==> config.mk <==
export PLATFORM = sky130hd
export DESIGN_NAME = ddr3_addr_cmd_dly_seq_flat
export DESIGN_NICKNAME = d
export VERILOG_FILES = /design/src/rtl/ddr3_addr_cmd_dly_seq_if.sv /design/src/rtl/ddr3_addr_cmd_dly_seq.sv /design/src/flat_wrapper.sv
export SDC_FILE = /design/constraint.sdc
export NUM_CORES = 1
export LEC_CHECK = 0
export ABC_CLOCK_PERIOD_IN_PS = 4200
export BUFFER_PORTS_ARGS = -buffer_cell sky130_fd_sc_hd__buf_2
export CORE_ASPECT_RATIO = 1.1
export CORE_MARGIN = 1.5
export CORE_UTILIZATION = 45
export CTS_BUF_LIST = sky130_fd_sc_hd__clkbuf_2
export DETAILED_ROUTE_END_ITERATION = 8
export PLACE_DENSITY = 0.68
export SLEW_MARGIN = 20
export SYNTH_ARGS = -nofsm -noshare
export SYNTH_HDL_FRONTEND = slang
export SYNTH_SLANG_ARGS = --single-unit
==> constraint.sdc <==
create_clock -name FAB_CLK -period 4.2 [get_ports FAB_CLK]
set_input_delay 0.63 -clock FAB_CLK [delete_from_list [all_inputs] [get_ports FAB_CLK]]
set_output_delay 0.63 -clock FAB_CLK [all_outputs]
set_load 0.1 [all_outputs]
==> src/rtl/ddr3_addr_cmd_dly_seq_if.sv <==
// DDR3 addr/cmd delay sequencer bus.
// Calibration request side plus lane-controller delay-line side.
interface ddr3_addr_cmd_dly_seq_if;
  logic       REQ_VALID;
  logic       REQ_READY;
  logic       REQ_LOAD;
  logic       REQ_DIR;
  logic [6:0] REQ_STEPS;
  logic       DONE;
  logic       ERR;
  logic [7:0] TAP_COUNT;
  logic       DELAY_LINE_SEL;
  logic       DELAY_LINE_LOAD;
  logic       DELAY_LINE_DIRECTION;
  logic       DELAY_LINE_MOVE;
  logic       HS_IO_CLK_PAUSE;
  logic       TX_DELAY_LINE_OUT_OF_RANGE;

  modport master (
    output REQ_VALID, REQ_LOAD, REQ_DIR, REQ_STEPS,
    output TX_DELAY_LINE_OUT_OF_RANGE,
    input  REQ_READY, DONE, ERR, TAP_COUNT,
    input  DELAY_LINE_SEL, DELAY_LINE_LOAD,
    input  DELAY_LINE_DIRECTION, DELAY_LINE_MOVE,
    input  HS_IO_CLK_PAUSE
  );

  modport slave (
    input  REQ_VALID, REQ_LOAD, REQ_DIR, REQ_STEPS,
    input  TX_DELAY_LINE_OUT_OF_RANGE,
    output REQ_READY, DONE, ERR, TAP_COUNT,
    output DELAY_LINE_SEL, DELAY_LINE_LOAD,
    output DELAY_LINE_DIRECTION, DELAY_LINE_MOVE,
    output HS_IO_CLK_PAUSE
  );
endinterface

==> src/rtl/ddr3_addr_cmd_dly_seq.sv <==
// DDR3 addr/cmd delay-line sequencer.
// Wraps tap load/move pulses in an HS_IO_CLK pause window.
module ddr3_addr_cmd_dly_seq #(
  parameter int PAUSE_SETUP = 2,
  parameter int MOVE_GAP    = 3,
  parameter int PAUSE_HOLD  = 2,
  parameter int LOAD_TAP    = 1,
  parameter int MAX_TAP     = 127
) (
  input logic FAB_CLK,
  input logic RESET,
  ddr3_addr_cmd_dly_seq_if.slave bus
);

  typedef enum logic [2:0] {
    IDLE, PAUSE, ACT, GAP, UNPAUSE, DONE_ST
  } state_t;

  localparam logic [3:0] SETUP_C = 4'(PAUSE_SETUP - 1);
  localparam logic [3:0] GAP_C   = 4'(MOVE_GAP - 1);
  localparam logic [3:0] HOLD_C  = 4'(PAUSE_HOLD - 1);
  localparam logic [7:0] LOAD_C  = 8'(LOAD_TAP);
  localparam logic [7:0] MAX_C   = 8'(MAX_TAP);

  state_t     state, state_nx;
  logic [3:0] cnt, cnt_nx;
  logic [6:0] steps, steps_nx;
  logic       ld, ld_nx;
  logic       dir, dir_nx;
  logic [7:0] tap, tap_nx;
  logic       err, err_nx;
  logic       load_q, load_nx;
  logic       move_q, move_nx;
  logic       pause_q, dir_q, ready_q, done_q;
  logic       try_act, blocked;

  assign blocked = dir ? (tap >= MAX_C) : (tap == 8'd0);

  // next-state, counters, tap tracking and pulse generation
  always_comb begin
    state_nx = state;
    cnt_nx   = (cnt == 4'd0) ? 4'd0 : cnt - 4'd1;
    steps_nx = steps;
    ld_nx    = ld;
    dir_nx   = dir;
    tap_nx   = tap;
    err_nx   = err;
    load_nx  = 1'b0;
    move_nx  = 1'b0;
    try_act  = 1'b0;
    unique case (state)
      IDLE: begin
        if (bus.REQ_VALID) begin
          ld_nx    = bus.REQ_LOAD;
          dir_nx   = bus.REQ_DIR & ~bus.REQ_LOAD;
          steps_nx = bus.REQ_LOAD ? 7'd0 : bus.REQ_STEPS;
          err_nx   = 1'b0;
          if (!bus.REQ_LOAD && bus.REQ_STEPS == 7'd0) begin
            state_nx = DONE_ST;
          end else begin
            state_nx = PAUSE;
            cnt_nx   = SETUP_C;
          end
        end
      end
      PAUSE: begin
        if (cnt == 4'd0) try_act = 1'b1;
      end
      ACT: begin
        state_nx = GAP;
        cnt_nx   = GAP_C;
      end
      GAP: begin
        if (cnt == 4'd0) begin
          if (bus.TX_DELAY_LINE_OUT_OF_RANGE) begin
            err_nx   = 1'b1;
            state_nx = UNPAUSE;
            cnt_nx   = HOLD_C;
          end else if (steps != 7'd0) begin
            try_act = 1'b1;
          end else begin
            state_nx = UNPAUSE;
            cnt_nx   = HOLD_C;
          end
        end
      end
      UNPAUSE: begin
        if (cnt == 4'd0) state_nx = DONE_ST;
      end
      DONE_ST: state_nx = IDLE;
      default: state_nx = IDLE;
    endcase
    if (try_act) begin
      if (ld) begin
        state_nx = ACT;
        load_nx  = 1'b1;
        tap_nx   = LOAD_C;
      end else if (blocked) begin
        err_nx   = 1'b1;
        state_nx = UNPAUSE;
        cnt_nx   = HOLD_C;
      end else begin
        state_nx = ACT;
        move_nx  = 1'b1;
        steps_nx = steps - 7'd1;
        tap_nx   = dir ? tap + 8'd1 : tap - 8'd1;
      end
    end
  end

  // state, tracking and registered outputs
  always_ff @(posedge FAB_CLK) begin
    if (RESET) begin
      state   <= IDLE;
      cnt     <= 4'd0;
      steps   <= 7'd0;
      ld      <= 1'b0;
      dir     <= 1'b0;
      tap     <= LOAD_C;
      err     <= 1'b0;
      load_q  <= 1'b0;
      move_q  <= 1'b0;
      pause_q <= 1'b0;
      dir_q   <= 1'b0;
      ready_q <= 1'b1;
      done_q  <= 1'b0;
    end else begin
      state   <= state_nx;
      cnt     <= cnt_nx;
      steps   <= steps_nx;
      ld      <= ld_nx;
      dir     <= dir_nx;
      tap     <= tap_nx;
      err     <= err_nx;
      load_q  <= load_nx;
      move_q  <= move_nx;
      pause_q <= (state_nx == PAUSE) || (state_nx == ACT)
              || (state_nx == GAP);
      dir_q   <= ((state_nx == PAUSE) || (state_nx == ACT)
              || (state_nx == GAP) || (state_nx == UNPAUSE))
              ? dir_nx : 1'b0;
      ready_q <= (state_nx == IDLE);
      done_q  <= (state_nx == DONE_ST);
    end
  end

  assign bus.REQ_READY            = ready_q;
  assign bus.DONE                 = done_q;
  assign bus.ERR                  = err;
  assign bus.TAP_COUNT            = tap;
  assign bus.DELAY_LINE_SEL       = pause_q;
  assign bus.HS_IO_CLK_PAUSE      = pause_q;
  assign bus.DELAY_LINE_LOAD      = load_q;
  assign bus.DELAY_LINE_MOVE      = move_q;
  assign bus.DELAY_LINE_DIRECTION = dir_q;

endmodule

==> src/flat_wrapper.sv <==
// flat-port wrapper written by rule: the top's interface ports become plain ports
module ddr3_addr_cmd_dly_seq_flat 
#(
  parameter int PAUSE_SETUP = 2,
  parameter int MOVE_GAP    = 3,
  parameter int PAUSE_HOLD  = 2,
  parameter int LOAD_TAP    = 1,
  parameter int MAX_TAP     = 127
)
  (FAB_CLK, RESET, bus_REQ_VALID, bus_REQ_LOAD, bus_REQ_DIR, bus_REQ_STEPS, bus_TX_DELAY_LINE_OUT_OF_RANGE, bus_REQ_READY, bus_DONE, bus_ERR, bus_TAP_COUNT, bus_DELAY_LINE_SEL, bus_DELAY_LINE_LOAD, bus_DELAY_LINE_DIRECTION, bus_DELAY_LINE_MOVE, bus_HS_IO_CLK_PAUSE);
  ddr3_addr_cmd_dly_seq_if bus_i ();
  input logic FAB_CLK;
  input logic RESET;
  input wire logic [$bits(bus_i.REQ_VALID)-1:0] bus_REQ_VALID;
  input wire logic [$bits(bus_i.REQ_LOAD)-1:0] bus_REQ_LOAD;
  input wire logic [$bits(bus_i.REQ_DIR)-1:0] bus_REQ_DIR;
  input wire logic [$bits(bus_i.REQ_STEPS)-1:0] bus_REQ_STEPS;
  input wire logic [$bits(bus_i.TX_DELAY_LINE_OUT_OF_RANGE)-1:0] bus_TX_DELAY_LINE_OUT_OF_RANGE;
  output wire logic [$bits(bus_i.REQ_READY)-1:0] bus_REQ_READY;
  output wire logic [$bits(bus_i.DONE)-1:0] bus_DONE;
  output wire logic [$bits(bus_i.ERR)-1:0] bus_ERR;
  output wire logic [$bits(bus_i.TAP_COUNT)-1:0] bus_TAP_COUNT;
  output wire logic [$bits(bus_i.DELAY_LINE_SEL)-1:0] bus_DELAY_LINE_SEL;
  output wire logic [$bits(bus_i.DELAY_LINE_LOAD)-1:0] bus_DELAY_LINE_LOAD;
  output wire logic [$bits(bus_i.DELAY_LINE_DIRECTION)-1:0] bus_DELAY_LINE_DIRECTION;
  output wire logic [$bits(bus_i.DELAY_LINE_MOVE)-1:0] bus_DELAY_LINE_MOVE;
  output wire logic [$bits(bus_i.HS_IO_CLK_PAUSE)-1:0] bus_HS_IO_CLK_PAUSE;
  assign bus_i.REQ_VALID = bus_REQ_VALID;
  assign bus_i.REQ_LOAD = bus_REQ_LOAD;
  assign bus_i.REQ_DIR = bus_REQ_DIR;
  assign bus_i.REQ_STEPS = bus_REQ_STEPS;
  assign bus_i.TX_DELAY_LINE_OUT_OF_RANGE = bus_TX_DELAY_LINE_OUT_OF_RANGE;
  assign bus_REQ_READY = bus_i.REQ_READY;
  assign bus_DONE = bus_i.DONE;
  assign bus_ERR = bus_i.ERR;
  assign bus_TAP_COUNT = bus_i.TAP_COUNT;
  assign bus_DELAY_LINE_SEL = bus_i.DELAY_LINE_SEL;
  assign bus_DELAY_LINE_LOAD = bus_i.DELAY_LINE_LOAD;
  assign bus_DELAY_LINE_DIRECTION = bus_i.DELAY_LINE_DIRECTION;
  assign bus_DELAY_LINE_MOVE = bus_i.DELAY_LINE_MOVE;
  assign bus_HS_IO_CLK_PAUSE = bus_i.HS_IO_CLK_PAUSE;
  ddr3_addr_cmd_dly_seq #(.PAUSE_SETUP(PAUSE_SETUP), .MOVE_GAP(MOVE_GAP), .PAUSE_HOLD(PAUSE_HOLD), .LOAD_TAP(LOAD_TAP), .MAX_TAP(MAX_TAP)) u_core (.FAB_CLK(FAB_CLK), .RESET(RESET), .bus(bus_i));
endmodule
======== Word level (Yosys, flattened, before mapping) ========
Index checks and enable logic that the tools add are counted.
cells by class
  reduce and logical (&&, ||, !) cells .... 16
  add/subtract/negate cells ............... 4
  bitwise operators ....................... 4
  order comparisons ....................... 1
  equal/unequal tests ..................... 10
  muxes and demuxes ....................... 46
operators by type and width
  cell                   number
  $mux W7                6
  $mux W4                9
  $mux W3                9
  $mux W8                3
  $mux W1                15
  $pmux W3 S5            1
  $eq A3 B2 Y1 const B   4
  $pmux W4 S3            1
  $eq A3 B3 Y1 const B   3
  $add A8 B1 Y8 const B  1
  $ge A8 B7 Y1 const B   1
  $logic_not A8 Y1       1
  $sub A8 B1 Y8 const B  1
  $logic_not A7 Y1       1
  $reduce_bool A7 Y1     1
  $sub A7 B1 Y7 const B  1
  $eq A3 B1 Y1 const B   2
  $logic_not A3 Y1       2
  $logic_not A4 Y1       1
  $pmux W1 S2            2
  $reduce_and A2 Y1      2
  $reduce_or A2 Y1       2
  $sub A4 B1 Y4 const B  1
  $logic_or A1 B1 Y1     3
  other kinds (6)        8
word-level totals
  logic and storage cells ................. 94
  output and inout port bits .............. 16
  register bits after elaboration ......... 31
  bits of input ports ..................... 13

======== Depth between registers and ports, before layout ========
Gate-level depths: netlist of run 1.
  depth after elaboration ................. 12
  mapped depth ............................ 10
  depth with buffers taken out ............ 8

======== Worst setup path before layout of run 1 ========
No wires, ideal clock.
  path kind ............................... reg2reg
  start ................................... register u_core.tap[0] (netlist: u_core.bus.TAP_COUNT[0])
  end ..................................... register u_core.tap[6] (netlist: u_core.bus.TAP_COUNT[6])
  period minus slack after synthesis ...... 2.582 ns
  cell stages (with the launch flop) ...... 9
  arrival time ............................ 2.450 ns
  setup time .............................. 0.132 ns
  path buffers ............................ 0
  data required time ...................... 4.068 ns
  setup slack ............................. 1.618 ns
  cell sequence ........................... dfxtp_1 -> inv_1 -> fa_1 -> nor2b_1 -> o21a_1 -> o21ai_0 -> mux2_2 -> o21ai_0 -> a21oi_1
on the way
  cells in the longest elaborated chain, start to end .. 4
  elaborated cells between the ends (all ways) .. 10
  those cells by class .................... 2 x add/sub; 1 x order compare; 1 x eq/ne; 4 x mux; 2 x reduce/logical
RTL lines
  what                                          line                                                       text
  start: declaration                            ddr3_addr_cmd_dly_seq.sv:30                                logic [7:0] tap, tap_nx;
  start signal: assignment                      ddr3_addr_cmd_dly_seq.sv:133                               tap <= tap_nx;
  $sub A8 B1 Y8, or another cell as far along   ddr3_addr_cmd_dly_seq.sv:106                               tap_nx = dir ? tap + 8'd1 : tap - 8'd1;
  $mux W8 or $mux W1 (tied branches)            ddr3_addr_cmd_dly_seq.sv:106, ddr3_addr_cmd_dly_seq.sv:37
  $mux W8 or $ne A2 B1 Y1 (tied branches)       n/a
  $mux W8 or $reduce_and A2 Y1 (tied branches)  n/a
Several ways; a longest one is shown, not always the timed one. The select of a mux whose other input is x is not followed.
A chain may end at the register's enable or synchronous reset.

======== Worst setup path in the final report of run 1 ========
  start ................................... register u_core.cnt[0]
  end ..................................... register u_core.steps[2]
on the way
  cells in the longest elaborated chain, start to end .. 4
  elaborated cells between the ends (all ways) .. 5
  those cells by class .................... 4 x mux; 1 x reduce/logical
RTL lines
  what                        line                                                      text
  start: declaration          ddr3_addr_cmd_dly_seq.sv:26                               logic [3:0] cnt, cnt_nx;
  start signal: assignment    ddr3_addr_cmd_dly_seq.sv:129                              cnt <= cnt_nx;
  $logic_not A4 Y1 *          ddr3_addr_cmd_dly_seq.sv:67, ddr3_addr_cmd_dly_seq.sv:74
  $mux W1 (on tied branches)  ddr3_addr_cmd_dly_seq.sv:74, ddr3_addr_cmd_dly_seq.sv:67
  $pmux W1 S2 *               ddr3_addr_cmd_dly_seq.sv:51                               unique case (state)
  $mux W7 *                   ddr3_addr_cmd_dly_seq.sv:93                               if (try_act) begin
  end signal: assignment      ddr3_addr_cmd_dly_seq.sv:130                              steps <= steps_nx;
  end: declaration            ddr3_addr_cmd_dly_seq.sv:27                               logic [6:0] steps, steps_nx;
Every way passes the cells marked *; elsewhere a longest branch is shown, timed or not.

==> key figures, run 1 <==
Global route
  • Global-route wire length before repair: 7.22 mm
  • Antenna violations before repair: 0
  • Vias in the first global route: 1557
  • Largest net degree at the start of global routing: 27
  • Total track usage: roughly a fifth
  • Grt ovf: 0

Logic synthesis
  • Syn_nets: about 240
  • XOR/XNOR Fraction of Synth Area: 2.94%
  • Mux contribution to synthesized area: 1.26%
  • Seq/Total Area, Yosys: between 30% and 40%
  • Adder and majority gate portion of the synthesized area: under 10%
  • Synth Area in Simple Gates: between 20% and 30%
  • Post-synth EDFFs: 0
  • Synthesis warning total: 0
  • Synthesized instance count: 219
  • Cell Area, Synth: 0.00179 mm²
  • Cell variety after synth: 49
  • Top_reg_cell synth: dfxtp_1
  • Flops & latches, synth: 31
  • Avg Inst Size Synth: 8.16 µm²
  • Complex-gate fraction of the synthesized area: 21.6%
  • Asr flop ratio synth: 0%
  • Largest family of logic cells by synthesized area: simple AND/OR/NAND/NOR gates

Timing
  • Slew Limit Fails: 0
  • Worst-Margin Slew: a little under 0.8 ns
  • TNS Setup: 0 ns
  • Max-slew headroom: between 40% and 50%
  • Fmax achieved: 429 MHz
  • Final Hold Viols: 0
  • Clock skew: 0.0155 ns
  • Min cycle time layout: 2.33 ns
  • Setup repair after global routing missed its margin: no
  • Final setup fails: 0
  • Tcrit/Tclk final: 55.6%

Final layout
  • Commonest non-fill, non-tap cell in the layout: dfxtp_1
  • Most frequent cells in the layout: 31 x dfxtp_1, 28 x buf_2, 23 x nor2_1
  • Synthesis-to-finish area growth: 12.1%
  • Diodes inserted: 0
  • Layout cells sized above 1: approximately 17%
  • Fillers: 362
  • Nets: 267

Clocking
  • Post-CTS Setup Inserts: 0
  • # H-tree levels: 2
  • TritonCTS buffer count: 5
  • Root buffer cell: clkbuf_2
  • Clk buf depth: 2
  • Post-CTS sizing: 0
  • Clock Latency Late Sink: 0.38 ns
  • Worst-path clk slew: 0.15 ns
  • CTS Hold Bufs: 0
  • CTS tree: built
  • CTS sink count: 31

Worst setup path
  • Startpoint types: register
  • Crit path kind: reg -> reg
  • Worst Path Required: 4.48 ns
  • Worst R2R Start: u_core.cnt[0]$_SDFF_PP0_
  • Worst R2R End: u_core.steps[2]$_SDFF_PP0_
  • Reg2reg setup slack: 1.87 ns
  • Setup crit end kind: register
  • Reg2Reg Depth: 8
  • CP arrival: 2.61 ns
  • Worst-path fanout max: 12

Die
  • Core Box Area: 0.00371 mm²
  • Std cell rows: 23
  • Die width: approximately 63 µm
  • Die Footprint: 0.00436 mm²
  • Top Ports: 29
  • Starting Density: roughly 48%
  • Die H: 69.1 µm

Route
  • DR WL/cell: roughly 14 µm
  • Routed WL: 4.10 mm
  • Post-route ant nets: 0
  • DRT iter0 DRCs: 99
  • Via/cell ratio: 5.66
  • DRT Pass-1 Iters: 4
  • Vias: 1669
  • DRC Markers: 0

Min path
  • Worst Hold End: u_core.steps[0]$_SDFF_PP0_
  • Hold Startpoint: u_core.steps[0]$_SDFF_PP0_
  • Hold depth: 2
  • Min-Delay Path Class: reg -> reg

Run
  • Max-cap violations: 0

Place
  • GP Congestion: 0.816
  • Port Buf Inserts: 28
  • Dpl hpwl: 3.03 mm

Status
  • Status: completed
## state kept, by name, indices dropped and copies added (netlist names)
name / cells
u_core.state: 3
u_core.bus.DELAY_LINE_MOVE: 1
u_core.dir: 1
u_core.bus.DELAY_LINE_DIRECTION: 1
u_core.bus.DELAY_LINE_LOAD: 1
u_core.bus.DONE: 1
u_core.steps: 7
u_core.bus.ERR: 1
u_core.bus.REQ_READY: 1
u_core.bus.TAP_COUNT: 8
u_core.bus.DELAY_LINE_SEL: 1
u_core.ld: 1
u_core.cnt: 4
## worst max-delay path, stage by stage (launching register included)
cell	delay [ns]
dfxtp_1	0.33
inv_1	0.10
ha_1	0.19
nand4bb_1	0.32
nor3_4	0.24
o21ai_2	0.10
nor2_1	0.60
nand2_1	0.12
a32o_1	0.26
## cells in the mapped netlist (all sizes together) (3+ instances only)
master | number | area, µm²
dfxtp | 31 | 621
nor2 | 23 | 86.3
nand2 | 19 | 71.3
a21oi | 15 | 78.8
inv | 12 | 45.0
o21ai | 12 | 63.8
ha | 9 | 113
nand3 | 9 | 45.0
clkbuf | 7 | 26.3
nor4 | 7 | 43.8
a31oi | 6 | 37.5
nor3 | 6 | 41.3
xnor2 | 6 | 52.6
nor3b | 5 | 37.5
a22oi | 4 | 30.0
a211oi | 3 | 22.5
and2 | 3 | 18.8
buf | 3 | 23.8
nand2b | 3 | 18.8
nor2b | 3 | 18.8
o311ai | 3 | 26.3
or3 | 3 | 18.8
## cell type report
class / instances / area (µm²) / area share (%)
tap: 50 / 62.6 / 3.12
clock buffer: 5 / 25.0 / 1.25
inverter: 12 / 45.0 / 2.25
multi-input combinational: 166 / 1070 / 53.5
sequential: 31 / 621 / 31.0
timing repair buffer: 28 / 140 / 7.00
clock inverter: 3 / 38.8 / 1.94
## logic make-up after synthesis
logic type | after synthesis
flops | 31
buf+inv | 22
fa+ha+maj | 10
xor+xnor | 6
mux | 2
compound gates | 58
simple gates | 90
## how the worst max path moves through the flow
| stage | slack, ns | depth (start not counted) | from | endpoint |
|---|---|---|---|---|
| floorplan | 1.62 | 8 | u_core.bus.TAP_COUNT[0]$_SDFFE_PP1P_ | u_core.bus.TAP_COUNT[6]$_SDFFE_PP0P_ |
| global placement | 1.93 | 8 | u_core.cnt[0]$_SDFF_PP0_ | u_core.steps[2]$_SDFF_PP0_ |
| detailed placement | 1.87 | 8 | u_core.cnt[0]$_SDFF_PP0_ | u_core.steps[2]$_SDFF_PP0_ |
| CTS | 1.85 | 8 | u_core.cnt[0]$_SDFF_PP0_ | u_core.steps[2]$_SDFF_PP0_ |
| global route | 1.60 | 8 | u_core.cnt[0]$_SDFF_PP0_ | u_core.steps[2]$_SDFF_PP0_ |
| finish | 1.87 | 8 | u_core.cnt[0]$_SDFF_PP0_ | u_core.steps[2]$_SDFF_PP0_ |
## metrics by stage
step / instance area [µm²] / utilization (%) / std cells / hold slack, ns / setup WS (ns)
final: 2000 / 54.0 / 295 / 0.502 / 1.87
after global routing: 2000 / 54.0 / 295 / 0.503 / 1.60
after CTS: 2000 / 54.0 / 295 / 0.492 / 1.85
after detailed placement: 1940 / 52.2 / 287 / 0.481 / 1.87
after global placement: 1940 / 52.2 / 287 / 0.474 / 1.93
after floorplan: 1790 / - / 219 / 0.457 / 1.62
## routing by layer
| metal | vias up | global-route usage (%) | wire, µm |
|---|---|---|---|
| li1 | 852 | - | - |
| met1 | 776 | 25.9 | 1900 |
| met2 | 34 | 33.8 | 1950 |
| met3 | 7 | 5.71 | 171 |
| met4 | 0 | 7.41 | 68 |
| met5 | - | 0 | 0 |
Power of run 1 is not shown: default switching activity piles up to over one toggle a cycle in this logic, so the estimate is an artifact.
==> run 2, diff against run 1 <==
--- a/config.mk
+++ b/config.mk
@@ -5,7 +5,7 @@
 export SDC_FILE = /design/constraint.sdc
 export NUM_CORES = 1
 export LEC_CHECK = 0
-export ABC_CLOCK_PERIOD_IN_PS = 4200
+export ABC_CLOCK_PERIOD_IN_PS = 2200
 export BUFFER_PORTS_ARGS = -buffer_cell sky130_fd_sc_hd__buf_2
 export CORE_ASPECT_RATIO = 1.1
 export CORE_MARGIN = 1.5
==> constraint.sdc (replaced) <==
create_clock -name FAB_CLK -period 2.2 [get_ports FAB_CLK]
set_input_delay 0.33 -clock FAB_CLK [delete_from_list [all_inputs] [get_ports FAB_CLK]]
set_output_delay 0.33 -clock FAB_CLK [all_outputs]
set_load 0.1 [all_outputs]
==> key figures, run 2 (synthesis results as in run 1) <==
Min path
  • Worst Hold End: u_core.steps[4]$_SDFF_PP0_
  • Hold depth: 3
  • Hold Startpoint: bus_REQ_STEPS[4]
  • Min-Delay Path Class: in -> reg

Final layout
  • Post-route non-filler standard cell count: between 300 and 400
  • Commonest non-fill, non-tap cell in the layout: buf_2
  • Footprint of the multi-input gates: 0.00110 mm²
  • Diodes inserted: 0
  • Fillers: between 300 and 400
  • Storage cell area: between 600 and 700 µm²
  • Most frequent cells in the layout: 28 x buf_2, 23 x nor2_1, 22 x dfxtp_1
  • Synthesis-to-finish area growth: 19.5%
  • Layout cells sized above 1: a little over a quarter
  • Nets: 279
  • Max reg flops: 8

Die
  • Top Ports: 29
  • Die Footprint: 0.00436 mm²
  • Std cell rows: 23
  • Die H: 69.1 µm
  • Starting Density: 48.1%
  • Core Box Area: 0.00371 mm²
  • Die width: 63.1 µm

Clocking
  • CTS tree: built
  • Clock Latency Late Sink: 0.38 ns
  • CTS sink count: 31
  • Root buffer cell: clkbuf_2
  • Clk buf depth: 2
  • CTS Hold Bufs: 0
  • TritonCTS buffer count: 5
  • Worst-path clk slew: 0.16 ns
  • # H-tree levels: 2

Route
  • Post-route ant nets: 0
  • DR WL/cell: 13.7 µm
  • DRT Pass-1 Iters: 4
  • Vias: 1752
  • Routed WL: 4.21 mm
  • DRC Markers: 0
  • DRT iter0 DRCs: 116
  • Via/cell ratio: 5.71

Run
  • Max-cap violations: 0

Timing
  • Max-slew headroom: 63.5%
  • Slew Limit Fails: 0
  • Clock skew: approximately 0.011 ns
  • Worst-Margin Slew: 0.540 ns
  • Fmax achieved: 479 MHz
  • Final setup fails: 0
  • Tcrit/Tclk final: 95.0%
  • Min cycle time layout: 2.09 ns
  • TNS Setup: 0 ns
  • Final Hold Viols: 0

Worst setup path
  • Reg2Reg Depth: 9
  • Setup crit end kind: register
  • Startpoint types: register
  • CP arrival: 2.40 ns
  • Worst-path fanout max: 6
  • Worst Path Required: 2.51 ns
  • Crit path kind: reg -> reg
  • Reg2reg setup slack: between 0.1 and 0.15 ns
  • Worst R2R Start: u_core.steps[1]$_SDFF_PP0_
  • Worst R2R End: u_core.bus.TAP_COUNT[7]$_SDFFE_PP0P_

Global route
  • GR Util met1: a little over a quarter
  • Vias in the first global route: 1594
  • GR peak layer: met2
  • Grt ovf: 0
  • Met2 Track Usage GR: between 30% and 40%
  • Met3 Track Usage GR: 4.40%
  • Total track usage: 20.7%
  • Antenna violations before repair: 0
  • Global-route wire length before repair: 7.23 mm
  • Largest net degree at the start of global routing: 15

Place
  • Port Buf Inserts: 28
  • GP Congestion: around 0.87
  • Dpl hpwl: 3.14 mm
  • Post-placement cell count: ~300

Status
  • Status: completed
## run 2: worst max path at each step
stage / startpoint / end / slack (ns) / cells after the start
after floorplan: u_core.bus.TAP_COUNT[2]$_SDFFE_PP0P_ / u_core.bus.TAP_COUNT[6]$_SDFFE_PP0P_ / -0.02 / 7
after global placement: u_core.steps[0]$_SDFF_PP0_ / u_core.steps[5]$_SDFF_PP0_ / 0.14 / 8
after detailed placement: u_core.steps[0]$_SDFF_PP0_ / u_core.bus.TAP_COUNT[7]$_SDFFE_PP0P_ / 0.08 / 9
after CTS: u_core.steps[0]$_SDFF_PP0_ / u_core.bus.TAP_COUNT[7]$_SDFFE_PP0P_ / 0.04 / 9
after global routing: u_core.steps[0]$_SDFF_PP0_ / u_core.bus.DONE$_SDFF_PP0_ / -0.005 / 8
final: u_core.steps[1]$_SDFF_PP0_ / u_core.bus.TAP_COUNT[7]$_SDFFE_PP0P_ / 0.11 / 9
## run 2: layer usage
metal,part of all wire [%],vias up
li1,-,878
met1,47,825
met2,47,39
met3,3.6,10
met4,2.5,0
met5,0,-
## run 2: critical path, cell delays in order (launching register included)
cell and delay (ns):
dfxtp_1 0.39, inv_1 0.05, ha_1 0.21, nor3b_1 0.16
a21oi_2 0.21, o21ai_2 0.10, or2_4 0.26, buf_4 0.16
or3_1 0.35, a31oi_1 0.13
## run 2: layout make-up
class	instances	share of cell area, %
clock inverter	3	1.82
sequential	31	29.6
tap	50	2.93
clock buffer	5	1.17
inverter	12	2.11
multi-input combinational	166	51.6
timing repair buffer	40	10.8
## run 2: timing repair
action                     4_1_cts  5_1_grt
hold endpoints to repair         0        0
setup buffers                    0        3
setup endpoints to repair        0        7
resized for setup                0        8
## run 2: through the flow
step / setup WS, ns / utilization, % / hold WS, ns / area, µm²
after floorplan: -0.0221 / - / 0.457 / 1800
after global placement: 0.137 / 54.3 / 0.471 / 2020
after detailed placement: 0.0836 / 54.3 / 0.482 / 2020
after CTS: 0.0437 / 56.0 / 0.181 / 2080
after global routing: -0.00518 / 57.5 / 0.201 / 2130
final: 0.111 / 57.5 / 0.194 / 2130
Power of run 2 is left out for the same reason.
==> run 3, diff against run 2 <==
--- a/config.mk
+++ b/config.mk
@@ -12,8 +12,9 @@
 export CORE_UTILIZATION = 45
 export CTS_BUF_LIST = sky130_fd_sc_hd__clkbuf_2
 export DETAILED_ROUTE_END_ITERATION = 8
+export GPL_TIMING_DRIVEN = 0
 export PLACE_DENSITY = 0.68
-export SLEW_MARGIN = 20
+export RECOVER_POWER = 25
 export SYNTH_ARGS = -nofsm -noshare
 export SYNTH_HDL_FRONTEND = slang
 export SYNTH_SLANG_ARGS = --single-unit
==> key figures, run 3 (synthesis results as in run 1) <==
Route
  • Post-route ant nets: 0
  • DRT iter0 DRCs: 78
  • DRC Markers: 0
  • DR WL/cell: 14.2 µm
  • Via/cell ratio: approximately 5.6
  • Vias: 1747
  • DRT Pass-1 Iters: 4
  • Routed WL: around 4.4 mm

Place
  • Worst slack at placement: -0.118 ns
  • Port Buf Inserts: 27
  • GP Congestion: 0.849
  • Dpl hpwl: 3.11 mm

Worst setup path
  • Crit path to: u_core.bus.TAP_COUNT[7]$_SDFFE_PP0P_
  • Crit. path cell count: 8
  • Crit path max-delay family: compound AO/OA/AOI/OAI gates
  • Crit-path cells: clkinvlp_4 -> ha_4 -> a21oi_2 -> o211ai_1 -> o41ai_2 -> xnor2_1 -> or3_1 -> a31oi_1
  • Worst-path fanout max: 6
  • Reg2reg setup slack: roughly 0.024 ns
  • Critical path buffer and inverter count: 1
  • Crit path kind: reg -> reg
  • Setup crit end kind: register
  • Reg2Reg Depth: 8
  • CP arrival: ~2.5 ns
  • Crit path from: u_core.dir$_SDFF_PP0_
  • Slowest cell on the critical path: dfxtp_4
  • Worst Path Required: 2.50 ns
  • Worst R2R Start: u_core.dir$_SDFF_PP0_
  • Worst R2R End: u_core.bus.TAP_COUNT[7]$_SDFFE_PP0P_
  • Startpoint types: register
  • Max incr delay on CP: 0.40 ns

Clocking
  • CTS sink count: 31
  • CTS tree: built
  • Clk buf depth: 2
  • # H-tree levels: 2
  • CTS Hold Bufs: 0
  • Root buffer cell: clkbuf_2
  • Worst-path clk slew: 0.16 ns
  • TritonCTS buffer count: 5
  • Clock Latency Late Sink: 0.38 ns

Timing
  • Setup repair after global routing missed its margin: yes
  • Min cycle time layout: approximately 2.2 ns
  • Clock skew: between 0.015 and 0.02 ns
  • Fmax achieved: 460 MHz
  • Slew Limit Fails: 0
  • Final setup fails: 0
  • Worst-Margin Slew: 1.16 ns
  • Setup ws final: 0.0238 ns
  • Final Hold Viols: 0
  • Tcrit/Tclk final: just under 100%
  • Max-slew headroom: 22.8%

Final layout
  • Commonest non-fill, non-tap cell in the layout: nor2_1
  • Synthesis-to-finish area growth: 25.4%
  • Fillers: 336
  • Max reg flops: 8
  • Nets: ~290
  • Diodes inserted: 0
  • Most frequent cells in the layout: 23 x nor2_1, 20 x dfxtp_1, 19 x nand2_1, 19 x buf_2, 13 x a21oi_1
  • Layout cells sized above 1: approximately 29%

Die
  • Std cell rows: 23
  • Core Box Area: 0.00371 mm²
  • Die H: 69.1 µm
  • Top Ports: 29
  • Die width: 63.1 µm
  • Die Footprint: 0.00436 mm²
  • Starting Density: about half

Global route
  • Largest net degree at the start of global routing: 11
  • Vias in the first global route: 1641
  • Antenna violations before repair: 0
  • Grt ovf: 0
  • Total track usage: 20.3%
  • Global-route wire length before repair: 7.18 mm

Status
  • Status: completed

Run
  • Max-cap violations: 0

Min path
  • Min-Delay Path Class: in -> reg
run 3: cell types whose count changed in the layout (fill, tap and decap cells not counted), moves of 2 or more:
cell	change
buf_6	+2
dfxtp_1	-2
buf_2	-9
clkbuf_2	+3
ha_4	+5
inv_1	-2
clkbuf_1	+11
ha_1	-5
run 3: through the flow:
step / TNS, ns / std cells / util, % / hold slack [ns] / instance area [µm²]
after global routing: -0.109 / 313 / 60.4 / 0.218 / 2240
after floorplan: -0.0221 / 219 / - / 0.457 / 1800
final: 0 / 313 / 60.4 / 0.193 / 2240
after detailed placement: -0.267 / 296 / 53.7 / 0.478 / 1990
after global placement: -0.209 / 296 / 53.7 / 0.473 / 1990
after CTS: 0 / 305 / 56.1 / 0.183 / 2080
run 3: area by class of cell:
type	count	area [µm²]	share of cell area [%]
plain buffers	9	53.8	2.40
clock buffers	5	25.0	1.12
clock inverters	3	38.8	1.73
inverters	12	51.3	2.29
multi-input cells	166	1170	52.2
flip-flops and latches	31	637	28.4
well taps	50	62.6	2.79
repair buffers	37	203	9.05
run 3: what timing repair did:
action                                  CTS  global route
gates resized for setup                   6            21
pin swaps                                 1             6
cloned                                    0             0
buffers inserted                          2             8
endpoints found under the setup margin    4            15
run 3: metal layers:
metal	up-vias	track usage, %	share of wire, %	wire length [µm]
li1	892	-	-	-
met1	808	24.0	45	2000
met2	41	34.6	49	2180
met3	6	4.73	4.2	187
met4	0	8.89	1.4	61
met5	-	0	0	0
run 3: worst min path at each step:
| stage | cells past startpoint | to | startpoint | slack, ns |
|---|---|---|---|---|
| floorplan | 2 | u_core.steps[0]$_SDFF_PP0_ | u_core.steps[0]$_SDFF_PP0_ | 0.46 |
| global route | 3 | u_core.steps[4]$_SDFF_PP0_ | bus_REQ_STEPS[4] | 0.22 |
| finish | 3 | u_core.steps[4]$_SDFF_PP0_ | bus_REQ_STEPS[4] | 0.19 |
| global placement | 2 | u_core.bus.TAP_COUNT[6]$_SDFFE_PP0P_ | u_core.bus.TAP_COUNT[6]$_SDFFE_PP0P_ | 0.47 |
| detailed placement | 2 | u_core.bus.TAP_COUNT[6]$_SDFFE_PP0P_ | u_core.bus.TAP_COUNT[6]$_SDFFE_PP0P_ | 0.48 |
| CTS | 3 | u_core.steps[4]$_SDFF_PP0_ | bus_REQ_STEPS[4] | 0.18 |
run 3: worst reg2reg max path, delay by kind of cell (launching register included):
kind,cells,cell delay (ns)
XOR/XNOR,1,0.12
buffers and inverters,1,0.21
AO/OA/AOI/OAI,4,0.78
adder cells (fa/ha/maj),1,0.28
AND/OR/NAND/NOR,1,0.31
flip-flops,1,0.40
Power of run 3 is left out for the same reason.
